[src/rtl/axil_slv2mem.sv]
// AXI4-Lite slave that serves single-beat reads and writes from a synchronous single-port SRAM.
// One transaction is in flight at a time; rdPrio_q alternates priority between served writes and reads.
module axil_slv2mem #(
  parameter int ADDR_WIDTH = 32,
  parameter int DATA_WIDTH = 32,
  parameter int MEM_AW     = 10
) (
  input  logic                    i_aclk,
  input  logic                    i_areset,
  input  logic                    i_s_awvalid,
  output logic                    o_s_awready,
  input  logic [ADDR_WIDTH-1:0]   i_s_awaddr,
  input  logic                    i_s_wvalid,
  output logic                    o_s_wready,
  input  logic [DATA_WIDTH-1:0]   i_s_wdata,
  input  logic [DATA_WIDTH/8-1:0] i_s_wstrb,
  output logic                    o_s_bvalid,
  input  logic                    i_s_bready,
  output logic [1:0]              o_s_bresp,
  input  logic                    i_s_arvalid,
  output logic                    o_s_arready,
  input  logic [ADDR_WIDTH-1:0]   i_s_araddr,
  output logic                    o_s_rvalid,
  input  logic                    i_s_rready,
  output logic [DATA_WIDTH-1:0]   o_s_rdata,
  output logic [1:0]              o_s_rresp,
  output logic                    o_mem_cs,
  output logic                    o_mem_we,
  output logic [DATA_WIDTH/8-1:0] o_mem_be,
  output logic [MEM_AW-1:0]       o_mem_addr,
  output logic [DATA_WIDTH-1:0]   o_mem_wdata,
  input  logic [DATA_WIDTH-1:0]   i_mem_rdata
);
  localparam int StrbW = DATA_WIDTH / 8;

  typedef enum logic [2:0] {IDLE, WR_ACC, WR_RESP, RD_ACC, RD_WAIT, RD_RESP} state_e;

  state_e                state_q, state_d;
  logic                  awCap_q, awCap_d, wCap_q, wCap_d, rdPrio_q, rdPrio_d;
  logic [ADDR_WIDTH-1:2] addr_q, addr_d;
  logic [DATA_WIDTH-1:0] wData_q, wData_d, rData_q, rData_d;
  logic [StrbW-1:0]      wStrb_q, wStrb_d;
  logic                  idleReady, addrErr, accState;
  logic                  awHs, wHs, arHs;
  logic                  unusedAddrLsbs;

  assign unusedAddrLsbs = ^{i_s_awaddr[1:0], i_s_araddr[1:0]};

  // Readies look only at state, capture flags and the other channels' valids.
  always_comb begin
    idleReady   = (state_q == IDLE) && !i_areset;
    o_s_awready = idleReady && !awCap_q && !(rdPrio_q && i_s_arvalid);
    o_s_wready  = idleReady && !wCap_q && !(rdPrio_q && i_s_arvalid);
    o_s_arready = idleReady && !awCap_q && !wCap_q &&
                  (rdPrio_q || (!i_s_awvalid && !i_s_wvalid));
    awHs        = i_s_awvalid && o_s_awready;
    wHs         = i_s_wvalid && o_s_wready;
    arHs        = i_s_arvalid && o_s_arready;
    addrErr     = |addr_q[ADDR_WIDTH-1:MEM_AW+2];
  end

  always_comb begin
    state_d  = state_q;
    awCap_d  = awCap_q;
    wCap_d   = wCap_q;
    rdPrio_d = rdPrio_q;
    addr_d   = addr_q;
    wData_d  = wData_q;
    wStrb_d  = wStrb_q;
    rData_d  = rData_q;
    case (state_q)
      IDLE: begin
        if (awHs) begin
          awCap_d = 1'b1;
          addr_d  = i_s_awaddr[ADDR_WIDTH-1:2];
        end
        if (wHs) begin
          wCap_d  = 1'b1;
          wData_d = i_s_wdata;
          wStrb_d = i_s_wstrb;
        end
        // Skip a bubble when the final write handshake lands this cycle.
        if ((awCap_q || awHs) && (wCap_q || wHs)) begin
          state_d = WR_ACC;
        end else if (arHs) begin
          addr_d  = i_s_araddr[ADDR_WIDTH-1:2];
          state_d = RD_ACC;
        end
      end
      WR_ACC: begin
        awCap_d  = 1'b0;
        wCap_d   = 1'b0;
        rdPrio_d = 1'b1;
        state_d  = WR_RESP;
      end
      WR_RESP: if (i_s_bready) state_d = IDLE;
      RD_ACC:  state_d = RD_WAIT;
      RD_WAIT: begin
        rData_d  = addrErr ? '0 : i_mem_rdata;
        rdPrio_d = 1'b0;
        state_d  = RD_RESP;
      end
      RD_RESP: if (i_s_rready) state_d = IDLE;
      default: state_d = IDLE;
    endcase
  end

  always_ff @(posedge i_aclk) begin
    if (i_areset) begin
      state_q  <= IDLE;
      awCap_q  <= 1'b0;
      wCap_q   <= 1'b0;
      rdPrio_q <= 1'b0;
      addr_q   <= '0;
      wData_q  <= '0;
      wStrb_q  <= '0;
      rData_q  <= '0;
    end else begin
      state_q  <= state_d;
      awCap_q  <= awCap_d;
      wCap_q   <= wCap_d;
      rdPrio_q <= rdPrio_d;
      addr_q   <= addr_d;
      wData_q  <= wData_d;
      wStrb_q  <= wStrb_d;
      rData_q  <= rData_d;
    end
  end

  // Memory strobe is suppressed for out-of-range addresses and while reset is held.
  always_comb begin
    accState    = (state_q == WR_ACC) || (state_q == RD_ACC);
    o_mem_cs    = accState && !addrErr && !i_areset;
    o_mem_we    = (state_q == WR_ACC);
    o_mem_be    = (state_q == WR_ACC) ? wStrb_q : '0;
    o_mem_addr  = accState ? addr_q[MEM_AW+1:2] : '0;
    o_mem_wdata = (state_q == WR_ACC) ? wData_q : '0;
    o_s_bvalid  = (state_q == WR_RESP);
    o_s_bresp   = ((state_q == WR_RESP) && addrErr) ? 2'b10 : 2'b00;
    o_s_rvalid  = (state_q == RD_RESP);
    o_s_rresp   = ((state_q == RD_RESP) && addrErr) ? 2'b10 : 2'b00;
    o_s_rdata   = rData_q;
  end

endmodule
[config.mk]
export PLATFORM = sky130hd
export DESIGN_NAME = axil_slv2mem
export DESIGN_NICKNAME = d
export VERILOG_FILES = /design/src/rtl/axil_slv2mem.sv
export SDC_FILE = /design/constraint.sdc
export NUM_CORES = 1
export LEC_CHECK = 0
export ABC_AREA = 0
export CAP_MARGIN = 20
export CELL_PAD_IN_SITES_DETAIL_PLACEMENT = 0
export CELL_PAD_IN_SITES_GLOBAL_PLACEMENT = 1
export CORE_MARGIN = 2
export CORE_UTILIZATION = 30
export CTS_CLUSTER_SIZE = 40
export DETAILED_ROUTE_END_ITERATION = 7
export PLACE_DENSITY = 0.83
export SLEW_MARGIN = 20
export SYNTH_ARGS = -nofsm -noshare
export SYNTH_HDL_FRONTEND = slang
export SYNTH_SLANG_ARGS = --single-unit
[constraint.sdc]
create_clock -name i_aclk -period 3 [get_ports i_aclk]
set_input_delay 0.3 -clock i_aclk [delete_from_list [all_inputs] [get_ports i_aclk]]
set_output_delay 0.3 -clock i_aclk [all_outputs]
set_load 0.05 [all_outputs]
==> results by group, run 1 <==
Run status
  • Status: complete, no violations

Worst hold path
  • Worst hold path class: in2reg

Timing
  • Final Max Tran Viols: 0
  • Relative slew slack: a little under a third
  • Post-route setup TNS: 0 ns
  • Min Tclk post-route: about 2.8 ns
  • Clock skew: around 0.0070 ns
  • Final Hold Viols: 0
  • Final worst path period share: about 94%
  • Fmax: between 0.3 and 0.4 GHz
  • RSZ-0062 raised after global routing: no
  • Worst-margin pin slew: between 1 and 1.5 ns
  • Setup violations, final: 0

Clock network
  • Post-CTS Setup Inserts: 0
  • Clock Tree Root: clkbuf_16
  • Later-pin clock latency in the skew report: about 0.35 ns
  • CTS Sinks: 104
  • Worst-path clk slew: approximately 0.07 ns
  • Clock Tree Buf Depth: 2
  • H-Tree Depth: 3
  • CTS tree: built
  • Total CTS buffers: 9

Yosys
  • Largest area contributor in the netlist: dfxtp_1
  • Yosys warning count: 0
  • Syn avg cell area: 8.199 sq um
  • Mapped Cells: between 500 and 600
  • Synth area leaders: dfxtp_1 46%, a21oi_1 7.4%, and2_1 6.8%
  • Synthesized area: 0.004509 sq mm
  • Synth top area share: a little under half
  • Post-synthesis sequential area ratio: between 40% and 50%
  • Yosys reg bits: approximately 100
  • Distinct cells, synth: 35

Finish
  • Area of the multi-input gates: approximately 0.0021 sq mm
  • Filler Cells Inserted: ~1400
  • Final core occ: approximately half
  • Sequential standard cell area: between 0.002 and 0.0025 sq mm
  • Share of layout cells above drive strength 1: 4.435%
  • Nets: roughly 880
  • Area grow syn2layout: 59.13%
  • Number of diodes: 0

Floorplan
  • Die footprint: between 0.015 and 0.02 sq mm
  • Die Wd: 126.6 um
  • I/O pin cnt: approximately 230
  • # rows: between 40 and 50
  • Core Area: about 0.015 sq mm
  • Starting density of the core: between 30 and 40%
  • Die height: roughly 130 um

GRT
  • Pin count of the biggest net entering global routing: just over 70
  • First-pass GRT wire length: about 22000 um
  • Gr ovfl total: 0
  • Total Routing Usage GR: 16.53%
  • Vias in the first global route: approximately 4500
  • Initial antenna violation count: 1

Setup path
  • Worst setup SP type: register
  • Crit end category: primary output
  • Critical Path AT: 2.51 ns
  • Max FO, Critical Path: 40
  • CP required: between 2 and 3 ns
  • WS Path Type: reg2out

Routing
  • Via density: roughly 4.9
  • DR pass1 iterations: 4
  • Drt total wl: 13590 um
  • Remaining DRCs: 0
  • Number of DRC markers in iteration 0: about 230
  • DR vias: around 4600
  • Wire length per cell: 14.64 um
  • DRT antenna net count: 0

Placed design
  • Post-detail-place hpwl: ~9600 um
  • Port Buffers: around 220
  • Routability cong.: 0.7527

Pwr
  • Max IR drop VDD: between 0.0003 and 0.0004 V
  • Cell Pwr Density: about 500 mW/mm^2
  • Leakage: between 2 and 3 nW

Flow run
  • Max cap viols: 0
flip-flops by register name, summed over array words and instances, names as in the netlist:
signal	cells
awCap_q	1
wCap_q	1
addr_q	30
rdPrio_q	1
state_q	3
wStrb_q	4
wData_q	32
o_s_rdata	32
critical path, cell delays in order (launching register included):
cell             delay [ns]
dfxtp_1                0.59
nand2b_1               0.16
nor2_2                 0.10
buf_4                  0.32
and2_1                 0.19
clkdlybuf4s50_1        0.80
Yosys cell counts, drive strengths merged:
cell type and count:
dfxtp 104, nor3 32, nand4b 1, a21oi 67, a22o 1, o211a 1
inv 34, buf 15, nand4 2, clkbuf 39, a2bb2oi 1, nor2 7
nand3b 32, and3 1, a2111oi 2, nor4 6, o21bai 1, and2 50
nand2b 2, o21a 1, conb 1, nand3 1, o31ai 1, nor2b 3
nor3b 2, nand2 78, o32ai 32, a31oi 2, and4b 1, o22ai 30
area by class of cell:
type	instances	area share, %
clock buffer	13	3.627
clock inverter	3	0.5580
inverter	34	1.779
multi-input combinational	359	28.96
sequential	104	29.01
tap	184	3.208
timing repair buffer	231	32.85
where the power goes:
group	internal, mW	leakage [nW]	switching, mW
Sequential	1.50	0.847	0.0712
Clock	0.690	0.150	0.492
Combinational	0.386	1.83	0.470
Total	2.58	2.83	1.03
routing by layer:
metal | track usage, % | vias to the layer above | wire length (um) | share of wire [%]
li1 | - | 2291 | - | -
met1 | 19.41 | 2113 | 5749 | 42
met2 | 28.66 | 145 | 6634 | 49
met3 | 5.441 | 15 | 1002 | 7.4
met4 | 4.977 | 0 | 200 | 1.5
met5 | 0 | - | 0 | 0
worst paths after layout:
kind,start,end,slack [ns],depth (start not counted)
setup / recovery,state_q[0],o_mem_wdata[21],0.19,5
hold / removal,i_areset,awCap_q,0.35,4
setup reg to reg,addr_q[22],o_s_rdata[26],1.05,5
hold reg to reg,wData_q[19],wData_q[19],0.45,2
logic make-up (layout without fill, tap and decap cells):
logic type,count (synthesis),count (layout),share of synthesized area [%]
other cells,1,2,0.08316
simple gates,218,218,26.03
buf+inv,88,281,7.991
compound gates,139,139,19.73
flops,104,104,46.17
placed cells by master, fill, tap and decap left out, types with 2 or more instances in the layout:
cell type        synthesis  layout
clkbuf_16                0       9
nand3b_1                32      32
nor3_1                  32      32
clkdlybuf4s50_1          0     193
buf_12                   0       2
and2_1                  49      49
clkbuf_1                39       2
inv_1                   34      34
nand2_1                 78      78
conb_1                   1       2
clkbuf_8                 0       2
dfxtp_1                104     104
a31oi_1                  2       2
nand2b_1                 2       2
o32ai_1                 32      32
o22ai_1                 30      30
nor4_1                   5       5
nand4_1                  2       2
clkinv_2                 0       2
buf_4                    5      13
dlymetal6s2s_1           0      23
a21oi_1                 67      67
nor2b_1                  3       3
nor2_1                   7       6
stage by stage:
stage	worst slack, ns	instance area (sq um)	hold WS (ns)	cells	total power [mW]
floorplan	0.4054	4513	0.4317	551	2.118
global placement	0.5518	6818	0.4379	912	2.443
detailed placement	0.5223	6818	0.4420	912	2.466
CTS	0.1318	7118	0.3266	928	3.663
global route	0.0005160	7176	0.3647	928	3.803
finish	0.1867	7176	0.3461	928	3.610
timing repair:
action | in CTS | in global routing
endpoints found under the setup margin | 0 | 23
hold buffers | 0 | 0
resized for setup | 0 | 23
Power figures use the tool's default switching activity.
==> run 2, diff against run 1 <==
--- a/config.mk
+++ b/config.mk
@@ -9,7 +9,7 @@
 export CAP_MARGIN = 20
 export CELL_PAD_IN_SITES_DETAIL_PLACEMENT = 0
 export CELL_PAD_IN_SITES_GLOBAL_PLACEMENT = 1
-export CORE_MARGIN = 2
+export CORE_MARGIN = 10
 export CORE_UTILIZATION = 30
 export CTS_CLUSTER_SIZE = 40
 export DETAILED_ROUTE_END_ITERATION = 7
==> run 2 against run 1 <==
Against the previous run:
- die area increased by 27%
- fmax decreased by 2.0%
- sequential power about the same
- sequential share of layout area decreased by 0.076 points
- critical path depth unchanged
- clock power increased by 22%
- setup slack got worse by 0.056 ns
==> results by group, run 2 (synthesis results as in run 1) <==
GRT
  • First-pass GRT wire length: 23680 um (+9.7%)
  • Pin count of the biggest net entering global routing: 71 (-1.4%)
  • Initial antenna violation count: 1 (unchanged)
  • Total Routing Usage GR: 14.54% (-2.0 points)
  • Vias in the first global route: 4453 (-0.96%)
  • Gr ovfl total: 0 (unchanged)

Pwr
  • Combinational share of power: 22.3% (-1.4 points)
  • Switching share of total power: 27.57% (-1.0 points)
  • Total power: 3.877 mW (+7.4%)
  • P_int: 2.808 mW (+9.0%)
  • Clock network power share: 37.1% (+4.4 points)
  • Switching Power: 1.069 mW (+3.5%)
  • Leakage: 2.459 nW (-13%)
  • Sequential power share: 40.6% (-2.9 points)
  • Cell Pwr Density: 538.9 mW/mm^2 (+7.1%)
  • Max IR drop VDD: 0.0003014 V (-10%)

Floorplan
  • # rows: 44 (unchanged)
  • Die footprint: 0.02033 sq mm (+27%)
  • Starting density of the core: 30.79% (-0.12 points)
  • Core Area: 0.01464 sq mm (+0.38%)
  • Die Wd: 142.6 um (+13%)
  • I/O pin cnt: 228 (unchanged)
  • Die height: 142.6 um (+13%)

Timing
  • Worst-margin pin slew: 0.7230 ns (-0.3029 ns)
  • Relative slew slack: 51.80% (+20 points)
  • Setup WS post-layout: 0.1307 ns (-0.05597 ns)
  • Post-route setup TNS: 0 ns (unchanged)
  • Min Tclk post-route: 2.869 ns (+0.05597 ns)
  • Fmax: 0.3485 GHz (-2.0%)
  • Setup violations, final: 0 (unchanged)
  • Clock skew: 0.006837 ns (-0.0001821 ns)
  • RSZ-0062 raised after global routing: no
  • Final Hold Viols: 0 (unchanged)
  • Final worst path period share: 95.64% (+1.9 points)
  • Final Max Tran Viols: 0 (unchanged)

Run status
  • Status: complete, no violations

Routing
  • Remaining DRCs: 0 (unchanged)
  • Drt total wl: 15620 um (+15%)
  • DRT antenna net count: 0 (unchanged)
  • DR pass1 iterations: 6 (+2)
  • Via density: 4.943 (+0.51%)
  • Number of DRC markers in iteration 0: 212 (-6.6%)
  • Wire length per cell: 16.79 um (+15%)
  • DR vias: 4597 (+0.72%)

Finish
  • Post-route cell area: 0.007194 sq mm (+0.26%)
  • Area of the multi-input gates: 0.002078 sq mm (unchanged)
  • Sequential standard cell area: 0.002082 sq mm (unchanged)
  • Commonest non-fill, non-tap cell in the layout: clkdlybuf4s50_1
  • Area grow syn2layout: 59.54%
  • Filler Cells Inserted: 1406 (+4.1%)
  • Nets: 879 (+0.11%)
  • Leading cell types in the layout, fill and taps excluded: 213 x clkdlybuf4s50_1, 104 x dfxtp_1, 78 x nand2_1, 67 x a21oi_1, 49 x and2_1
  • Share of layout cells above drive strength 1: 5.101% (+0.67 points)

Clock network
  • Clock Tree Root: clkbuf_16
  • CTS Sinks: 104 (unchanged)
  • Clock Tree Buf Depth: 2 (unchanged)
  • H-Tree Depth: 3 (unchanged)
  • Post-CTS Setup Inserts: 0 (unchanged)
  • Total CTS buffers: 9 (unchanged)
  • Later-pin clock latency in the skew report: 0.34 ns (about the same)
  • CTS tree: built
  • Worst-path clk slew: 0.07 ns (about the same)

Setup path
  • Crit end category: primary output
  • Worst setup SP type: register
  • CP required: 2.70 ns (about the same)
  • Critical Path AT: 2.57 ns (+0.06 ns)
  • Max FO, Critical Path: 40 (unchanged)
  • WS Path Type: reg2out

Placed design
  • DP Area: 0.006820 sq mm (about the same)
  • Dpl ws: 0.4760 ns (-0.04629 ns)
  • Routability cong.: 0.7809 (+3.7%)
  • Post-detail-place hpwl: 11410 um (+19%)
  • Port Buffers: 221 (unchanged)

Flow run
  • Max cap viols: 0 (unchanged)

Worst hold path
  • Worst hold path class: reg2reg
==> run 2: layout make-up <==
type | count | share of cell area, %
antenna | 1 | 0.03478
clock buffer | 10 | 3.322
clock inverter | 6 | 1.809
inverter | 34 | 1.774
multi-input combinational | 359 | 28.89
sequential | 104 | 28.94
tap | 184 | 3.200
timing repair buffer | 232 | 32.03
==> run 2: metrics by stage <==
step	utilization [%]	hold WS (ns)	cells
global route	49.11	0.4682	929
finish	49.13	0.4502	930
CTS	49.09	0.4535	929
floorplan	-	0.4317	551
global placement	46.57	0.4376	913
detailed placement	46.57	0.4436	913
==> run 2: worst paths after layout <==
| check | start | end | slack (ns) | depth (start not counted) |
|---|---|---|---|---|
| max | state_q[0] | o_mem_wdata[25] | 0.13 | 5 |
| min | wData_q[16] | wData_q[16] | 0.45 | 2 |
| max reg2reg | state_q[1] | addr_q[30] | 1.09 | 5 |
| min reg2reg | wData_q[16] | wData_q[16] | 0.45 | 2 |
==> run 2: power by group through the flow <==
stage,logic [mW],registers [mW],clock network (mW)
floorplan,0.543,1.57,0
global placement,0.852,1.60,0
detailed placement,0.870,1.60,0
CTS,0.872,1.57,1.49
global route,0.941,1.59,1.55
finish,0.863,1.57,1.44
==> run 2: routing by layer <==
metal	vias to the layer above	GRT usage [%]	routed length (um)
met5	-	0	0
met4	0	5.646	277
met3	18	5.975	1551
met2	175	23.47	7162
met1	2109	16.84	6627
li1	2295	-	-
==> run 2: worst max-delay path: stages (launching register included) <==
cell	delay [ns]
dfxtp_1	0.59
nand2b_1	0.16
nor2_2	0.10
buf_4	0.34
and2_1	0.18
clkdlybuf4s50_1	0.84
==> run 2: repair_timing <==
| action | CTS | global route |
|---|---|---|
| setup endpoints to repair | 0 | 1 |
| hold buffers | 0 | 0 |
| gates resized for setup | 0 | 1 |
